$ cat src/rtl/irrigation_pkg.sv
// Shared state codes, mode encodings and drain rates for the multi-zone
// irrigation controller.
package irrigation_pkg;

  localparam logic [2:0] IDLE     = 3'd0;
  localparam logic [2:0] FILL     = 3'd1;
  localparam logic [2:0] IRRIGATE = 3'd2;
  localparam logic [2:0] CLEAN    = 3'd3;

  localparam logic MODE_ASP = 1'b1;
  localparam logic MODE_GOT = 1'b0;

  localparam int ASP_DRAIN = 2;
  localparam int GOT_DRAIN = 1;

  // Subtraction that stops at zero instead of wrapping.
  function automatic int floor_sub(input int a, input int b);
    return (a > b) ? a - b : 0;
  endfunction

endpackage

$ cat src/rtl/rr_arbiter.sv
// Combinational round-robin picker: first valid zone at or after the pointer,
// wrapping around the zone count.
module rr_arbiter
  import irrigation_pkg::*;
#(
  parameter  int ZONES = 4,
  localparam int IDX_W = $clog2(ZONES)
) (
  input  logic [ZONES-1:0] valid_i,
  input  logic [IDX_W-1:0] ptr_i,
  output logic [IDX_W-1:0] grant_o,
  output logic             any_valid_o
);

  logic [IDX_W-1:0] idx;

  always_comb begin
    // NOTE: every output gets a default before the loop so no path leaves it
    // unassigned, which would otherwise infer a latch.
    grant_o     = '0;
    any_valid_o = 1'b0;
    idx         = '0;
    // Walk from farthest to nearest so the nearest valid zone wins last.
    for (int k = ZONES - 1; k >= 0; k--) begin
      idx = IDX_W'((int'(ptr_i) + k) % ZONES);
      if (valid_i[idx]) begin
        grant_o     = idx;
        any_valid_o = 1'b1;
      end
    end
  end

endmodule

$ cat src/rtl/irrigation_zone_ctrl.sv
// Multi-zone irrigation controller: tank-level model with refill hysteresis,
// round-robin zone grants, conflict flags and a post-fertigation flush cycle.
module irrigation_zone_ctrl
  import irrigation_pkg::*;
#(
  parameter int ZONES       = 4,
  parameter int LEVEL_W     = 3,
  parameter int LOW_LEVEL   = 2,
  parameter int FULL_LEVEL  = 7,
  parameter int CLEAN_TICKS = 3
) (
  input  logic               clock,
  input  logic               reset,
  input  logic               tick,
  input  logic [ZONES-1:0]   req_asp,
  input  logic [ZONES-1:0]   req_got,
  input  logic               fert_req,
  output logic [LEVEL_W-1:0] level,
  output logic               fill_valve,
  output logic [ZONES-1:0]   zone_open,
  output logic               zone_mode,
  output logic               clean_active,
  output logic [ZONES-1:0]   err_flags,
  output logic [2:0]         state
);

  localparam int IDX_W = $clog2(ZONES);
  localparam int CNT_W = $clog2(CLEAN_TICKS + 1);
  localparam logic [LEVEL_W-1:0] LOW_L  = LEVEL_W'(LOW_LEVEL);
  localparam logic [LEVEL_W-1:0] FULL_L = LEVEL_W'(FULL_LEVEL);
  localparam logic [ZONES-1:0]   ONE_Z  = ZONES'(1);

  logic [2:0]         state_q, state_d;
  logic [LEVEL_W-1:0] level_q, level_d;
  logic               fill_q, fill_d;
  logic [ZONES-1:0]   zone_q, zone_d;
  logic               mode_q, mode_d;
  logic               clean_q, clean_d;
  logic [ZONES-1:0]   err_q, err_d;
  logic [IDX_W-1:0]   ptr_q, ptr_d;
  logic [IDX_W-1:0]   last_q, last_d;
  logic               fert_q, fert_d;
  logic [CNT_W-1:0]   cnt_q, cnt_d;

  logic [ZONES-1:0]   valid;
  logic [IDX_W-1:0]   grant;
  logic               any_valid;
  logic [LEVEL_W-1:0] irr_level, clean_level, fill_level;

  assign valid = req_asp ^ req_got;

  rr_arbiter #(.ZONES(ZONES)) u_arb (
    .valid_i     (valid),
    .ptr_i       (ptr_q),
    .grant_o     (grant),
    .any_valid_o (any_valid)
  );

  assign irr_level   = (mode_q == MODE_ASP) ? LEVEL_W'(floor_sub(int'(level_q), ASP_DRAIN))
                                            : LEVEL_W'(floor_sub(int'(level_q), GOT_DRAIN));
  assign clean_level = LEVEL_W'(floor_sub(int'(level_q), 1));
  assign fill_level  = (level_q >= FULL_L) ? FULL_L : level_q + 1'b1;

  always_comb begin
    state_d = state_q;
    level_d = level_q;
    fill_d  = fill_q;
    zone_d  = zone_q;
    mode_d  = mode_q;
    clean_d = clean_q;
    err_d   = err_q | (req_asp & req_got);
    ptr_d   = ptr_q;
    last_d  = last_q;
    fert_d  = fert_q;
    cnt_d   = cnt_q;

    case (state_q)
      IDLE: begin
        if (level_q < LOW_L) begin
          state_d = FILL;
          fill_d  = 1'b1;
        end else if (fert_q) begin
          state_d = CLEAN;
          zone_d  = ONE_Z << last_q;
          mode_d  = MODE_GOT;
          clean_d = 1'b1;
          cnt_d   = '0;
        end else if (any_valid) begin
          state_d = IRRIGATE;
          zone_d  = ONE_Z << grant;
          mode_d  = req_asp[grant];
          last_d  = grant;
          ptr_d   = (int'(grant) == ZONES - 1) ? '0 : grant + 1'b1;
        end
      end

      FILL: begin
        level_d = fill_level;
        if (fill_level == FULL_L) begin
          state_d = IDLE;
          fill_d  = 1'b0;
        end
      end

      IRRIGATE: begin
        level_d = irr_level;
        if (fert_req && mode_q == MODE_GOT) fert_d = 1'b1;
        if (irr_level < LOW_L) begin
          state_d = FILL;
          zone_d  = '0;
          fill_d  = 1'b1;
        end else if (!valid[last_q]) begin
          state_d = IDLE;
          zone_d  = '0;
        end
      end

      CLEAN: begin
        level_d = clean_level;
        cnt_d   = cnt_q + 1'b1;
        // A starved tank wins over completion; the pending flush is retried.
        if (clean_level < LOW_L) begin
          state_d = FILL;
          zone_d  = '0;
          clean_d = 1'b0;
          fill_d  = 1'b1;
        end else if (cnt_q == CNT_W'(CLEAN_TICKS - 1)) begin
          state_d = IDLE;
          zone_d  = '0;
          clean_d = 1'b0;
          fert_d  = 1'b0;
        end
      end

      default: state_d = IDLE;
    endcase
  end

  // NOTE: sequential state uses non-blocking assignments so every register
  // samples its next-state value from before the edge.
  always_ff @(posedge clock) begin
    if (!reset) begin
      state_q <= IDLE;
      level_q <= '0;
      fill_q  <= 1'b0;
      zone_q  <= '0;
      mode_q  <= 1'b0;
      clean_q <= 1'b0;
      err_q   <= '0;
      ptr_q   <= '0;
      last_q  <= '0;
      fert_q  <= 1'b0;
      cnt_q   <= '0;
    end else if (tick) begin
      state_q <= state_d;
      level_q <= level_d;
      fill_q  <= fill_d;
      zone_q  <= zone_d;
      mode_q  <= mode_d;
      clean_q <= clean_d;
      err_q   <= err_d;
      ptr_q   <= ptr_d;
      last_q  <= last_d;
      fert_q  <= fert_d;
      cnt_q   <= cnt_d;
    end
  end

  assign state        = state_q;
  assign level        = level_q;
  assign fill_valve   = fill_q;
  assign zone_open    = zone_q;
  assign zone_mode    = mode_q;
  assign clean_active = clean_q;
  assign err_flags    = err_q;

endmodule

$ cat config.mk
export PLATFORM = sky130hd
export DESIGN_NAME = irrigation_zone_ctrl
export DESIGN_NICKNAME = d
export VERILOG_FILES = /design/src/rtl/irrigation_pkg.sv /design/src/rtl/rr_arbiter.sv /design/src/rtl/irrigation_zone_ctrl.sv
export SDC_FILE = /design/constraint.sdc
export NUM_CORES = 1
export LEC_CHECK = 0
export CORE_MARGIN = 1.5
export CORE_UTILIZATION = 45
export DETAILED_ROUTE_END_ITERATION = 8
export GPL_TIMING_DRIVEN = 0
export PLACE_DENSITY_LB_ADDON = 0.2
export SYNTH_ARGS = -nofsm -noshare
export SYNTH_HDL_FRONTEND = slang
export SYNTH_SLANG_ARGS = --single-unit
$ cat constraint.sdc
create_clock -name clock -period 4.9 [get_ports clock]
set_clock_uncertainty 0.1 [all_clocks]
set_input_delay 0.98 -clock clock [delete_from_list [all_inputs] [get_ports clock]]
set_output_delay 0.98 -clock clock [all_outputs]
set_load 0.005 [all_outputs]
# == After elaboration in Yosys (flattened, before gate mapping) ==
# Index checks and enable logic that the tools add are counted.
# classes
add_sub_neg,8
mul,0
div_mod_pow,0
n_lt_le_gt_ge,12
eq_ne,19
n_shift,2
muxes,61
bitwise_logic,6
reduce_logical,17
# ops
op,n
$mux W3,12
$mux W4,7
$mux W1,22
$reduce_and A5 Y1,4
$lt A2 B3 Y1 const B,6
$ne A2 B2 Y1 const B,9
$mux W2,7
$bmux W1 S2,6
$pmux W3 S4,1
$pmux W4 S3,1
$reduce_and A6 Y1,2
$lt A3 B2 Y1 const B,3
$ne A3 B3 Y1 const B,3
$pmux W3 S3,1
$reduce_and A4 Y1,2
$shl A1 B2 Y4 const A,2
$add A2 B1 Y2 const B,3
$eq A3 B2 Y1 const B,2
$reduce_bool A2 Y1,3
$reduce_bool A3 Y1,2
$add A2 B2 Y2 const B,2
$and A4 B4 Y4,1
$ne A4 B4 Y1 const B,1
$or A4 B4 Y4,1
19 further kinds,22
# word_totals
register_bits,24
latch_bits,0
mem_bits_rw,0
rom_bits,0
out_inout_bits,17
elab_cells,136
mem_count,0

# == Logic depth before layout (Yosys ltp) ==
# logic_depth
ltp_word,12
ltp_mapped,8
depth_no_buf,7

# == Hierarchy ==
# From an unflattened synthesis, not the netlist that was laid out.
# hier_totals
cells_unflattened,198
area_unflattened_um2,1679.1
# modules_own_cells
mod,n_inst,cells_each,area_each_um2,seq_area_each_um2
irrigation_zone_ctrl,1,185,1601.5,460.4
rr_arbiter,1,13,77.6,0.0

# == Least setup slack after synthesis ==
# No wires, ideal clock.
# synth_path
path_type,input to register
start,in req_asp[3]
end,reg zone_q[1] (netlist: zone_open[1])
t_arrival_ps,2645
t_required_ps,4727
path_slack_ps,2082
stages,5
path_buffers,0
path_cell_list,ha_1 -> mux4_2 -> and4b_4 -> or4_4 -> o211ai_2
# synth_via
elab_chain_len,12
elab_cells_between_ends,27
# synth_rtl
item,line,text
"start, declared",irrigation_zone_ctrl.sv:15,"input logic [ZONES-1:0] req_asp,"
$xor A4 B4 Y4 *,irrigation_zone_ctrl.sv:50,assign valid = req_asp ^ req_got;
$bmux W1 S2,rr_arbiter.sv:26,if (valid_i[idx]) begin
$mux W1 (not written as such),rr_arbiter.sv:26,
$mux W2 (4 in a row),rr_arbiter.sv:26,
$shl A1 B2 Y4,irrigation_zone_ctrl.sv:90,zone_d = ONE_Z << grant;
$mux W4,irrigation_zone_ctrl.sv:88,end else if (any_valid) begin
$mux W4,irrigation_zone_ctrl.sv:82,end else if (fert_q) begin
$mux W4,irrigation_zone_ctrl.sv:79,if (level_q < LOW_L) begin
$pmux W4 S3,irrigation_zone_ctrl.sv:77,case (state_q)
"end signal, assigned",irrigation_zone_ctrl.sv:158,zone_q <= zone_d;
"end, declared",irrigation_zone_ctrl.sv:36,"logic [ZONES-1:0] zone_q, zone_d;"
# Mark *: on every way between the ends. The rest lies on a longest branch, timed or not. The select of a mux whose other input is x is not followed.
# A chain may end at the register's enable or synchronous reset.

# == Worst setup path in the final report ==
# layout_path
start,in req_asp[0]
end,reg mode_q (netlist: zone_mode)
# layout_via
elab_chain_len,11
elab_cells_between_ends,23
# layout_rtl
item,line,text
$xor A4 B4 Y4,irrigation_zone_ctrl.sv:50,
$bmux W1 S2,rr_arbiter.sv:26,
$mux W1 (not written as such),rr_arbiter.sv:26,
$mux W2 (4 in a row),rr_arbiter.sv:26,
$bmux W1 S2,irrigation_zone_ctrl.sv:91,mode_d = req_asp[grant];
$mux W1 (not written as such),irrigation_zone_ctrl.sv:91,
$mux W1,irrigation_zone_ctrl.sv:88,
$mux W1,irrigation_zone_ctrl.sv:82,
"end signal, assigned",irrigation_zone_ctrl.sv:159,mode_q <= mode_d;
"end, declared",irrigation_zone_ctrl.sv:37,"logic mode_q, mode_d;"
# Parallel ways exist; a longest one is shown, timed or not. The select of a mux whose other input is x is not followed.

==> results.toml <==
[outcome]
outcome = "finished, final reports clean"

[layout]
drive_above_1_share = 0.0893
final_common_cell = "clkdlybuf4s50_1"
syn2layout_area_growth_pct = 22.2
layout_common_cells = "clkdlybuf4s50_1 (27), dfxtp_1 (23), nor2_1 (20)"
diodes = 0
num-nets-final = 246
fillers = 327
instances_no_fill = 270

[timing]
finalSetupViolCount = 0
slew_headroom = 0.401
slew_violations = 0
tns_ps = 0
holdWs_ps = 369
rsz0062_at_grt = "false"
fmax_ghz = 0.325
fin_crit_sh = 0.629
final_hold_viol_count = 0
worst_pin_slew_ps = 891
min_period_ps = 3080
setup_ws_ps = 1820

[synthesis]
synth-xor-area-share = 0.00548
syn_area_per_cell_um2 = 8.28
synth-compound-area-share = 0.269
syn_area_um2 = 1600
yosys.cell_types.count = 56
synth_nets = 214
synthArstFlopShare = 0
synth_area_leaders = "dfxtp_1 (29%), ha_1 (7.0%), a21oi_1 (5.0%), nor2_1 (4.7%), mux2i_1 (4.4%)"
synth_edf_count = 0
yosys.area.top_type_share = 0.288
synthSimpleGateAreaFrac = 0.206
synthFlopType = "dfxtp_1"
synth_top_family_by_area = "compound AO/OA/AOI/OAI gates"
synth_seq_cells = 23
synth_largest_area_cell = "dfxtp_1"
synth_fa_ha_area_frac = 0.0705
muxShareOfSynthArea = 0.0791
ys_warn_count = 0
ys_seq_area_frac = 0.288
syn_inst = 193

[run]
drv_cap = 0

[worst_hold_path]
min_path_type = "reg -> reg"
hp-start = "zone_open[0]$_SDFFE_PN0P_"

[floorplan]
ios = 29
core_um2 = 3360
core.rowCount = 21
start_util = 0.475
die_area_um2 = 3920
fp.dieH_um = 62.6
die_w_um = 62.6

[clocking]
cts_buffers = 3
cts_tree = "built"
cts_buffer_depth = 2
h-tree-depth = 1
clk_pin_slew_ps = 120
clock_latency_ps = 310
postCtsSetupRepairBufs = 0
root_buffer = "clkbuf_4"
holdBufCountCts = 0
clock_sinks = 23
post_cts_resized = 0

[global_route]
grt_max_degree = 13
overflow = 0
track_usage = 0.214
antenna_found_initial = 0
grt_pass1_wl_mm = 6.89
grt_pass1_vias = 1614

[placed_design]
place_congestion = 0.937
post-place-ws_ps = 1500
placedCellCount = 266
port_buffers = 27
hpwl_mm = 3.05

[worst_setup_path]
crit_type = "in -> reg"
critPathLaunch = "req_asp[0]"
critical_path_required_ps = 5010
critPathCaptureType = "flop"
cp-start-kind = "primary input"
path_max_fanout = 7
reg2reg_from = "level[1]$_SDFFE_PN0P_"
arrival_ps = 3200

[route]
firstDrtPassIters = 4
postRouteAntennaNets = 0
wl_mm = 3.89
drc = 0
vias = 1583
drt-wirelength-per-cell_um = 14.4
via_per_inst = 5.86
drtIter0Drc = 108

[power_and_ir_drop]
power_density_nw_per_um2 = 319
p_leak_nw = 0.718
vdd_drop_max_mv = 0.188
[metrics by stage]
| step | utilization | total power, mW | cell area, µm² |
|---|---|---|---|
| floorplan | - | 0.443 | 1600 |
| global route | 0.580 | 0.671 | 1950 |
| detailed placement | 0.573 | 0.535 | 1930 |
| CTS | 0.580 | 0.625 | 1950 |
| finish | 0.580 | 0.623 | 1950 |
| global placement | 0.573 | 0.530 | 1930 |
[final timing paths]
| kind | to | slack (ps) | depth (start not counted) |
|---|---|---|---|
| setup / recovery | zone_mode$_SDFFE_PN0P_ | 1820 | 7 |
| hold / removal | zone_open[0]$_SDFFE_PN0P_ | 370 | 2 |
| setup reg to reg | zone_mode$_SDFFE_PN0P_ | 2270 | 8 |
| hold reg to reg | zone_open[0]$_SDFFE_PN0P_ | 370 | 2 |
[cell usage after synthesis (all sizes together), types with 2 or more instances]
cell and number:
or4 2, inv 11, o2111ai 2, clkbuf 8, nand2b 3, o31ai 2, nand3 2, a211oi 3
o221ai 2, mux4 2, nand4 2, nor3 3, nor2 20, a31oi 4, mux2i 7, and2 2
or3 2, a21oi 16, and3 2, o21ai 14, ha 9, buf 4, o211ai 4, nor2b 4
nand3b 2, nand2 16, a311oi 2, dfxtp 23
[worst max-delay path, stage by stage]
cell and delay (ps):
clkdlybuf4s50_1 420, ha_1 360, or4_1 610, and4_1 230, clkbuf_1 190, and2_1 200
a32o_1 190
[logic make-up (layout without fill, tap and decap cells)]
logic type | count (synthesis) | count (layout)
flops | 23 | 23
simple gates | 64 | 64
compound gates | 62 | 62
other cells | 1 | 1
fa+ha+maj | 9 | 9
xor+xnor | 1 | 1
mux | 10 | 10
buf+inv | 23 | 54
[report_power, final]
group	internal, mW	switching (mW)	leakage (nW)
Combinational	0.145	0.159	0.516
Clock	0.0317	0.0566	0.0150
Sequential	0.208	0.0225	0.187
[state kept, by name, indices dropped and copies added, names as in the netlist]
| signal | count |
|---|---|
| zone_mode | 1 |
| clean_active | 1 |
| zone_open | 4 |
| fill_valve | 1 |
| level | 3 |
| last_q | 2 |
| fert_q | 1 |
| err_flags | 4 |
| cnt_q | 2 |
| state | 2 |
| ptr_q | 2 |
[cell type report]
type / instances / area (µm²) / share of cell area
inverters: 11 / 41.3 / 0.0212
well taps: 46 / 57.6 / 0.0295
multi-input cells: 147 / 1010 / 0.518
flip-flops and latches: 23 / 460 / 0.236
clock buffers: 4 / 26.3 / 0.0135
plain buffers: 12 / 85.1 / 0.0436
repair buffers: 27 / 270 / 0.138
[per-layer routing]
layer / global-route usage / part of all wire / vias up / wire, µm
met4: 0.125 / 0.025 / 0 / 96
met1: 0.250 / 0.44 / 751 / 1700
met2: 0.379 / 0.50 / 40 / 1950
met5: 0 / 0 / - / 0
met3: 0.0216 / 0.037 / 10 / 146
li1: - / - / 782 / -
No activity file was read; power rests on OpenSTA's default activity.
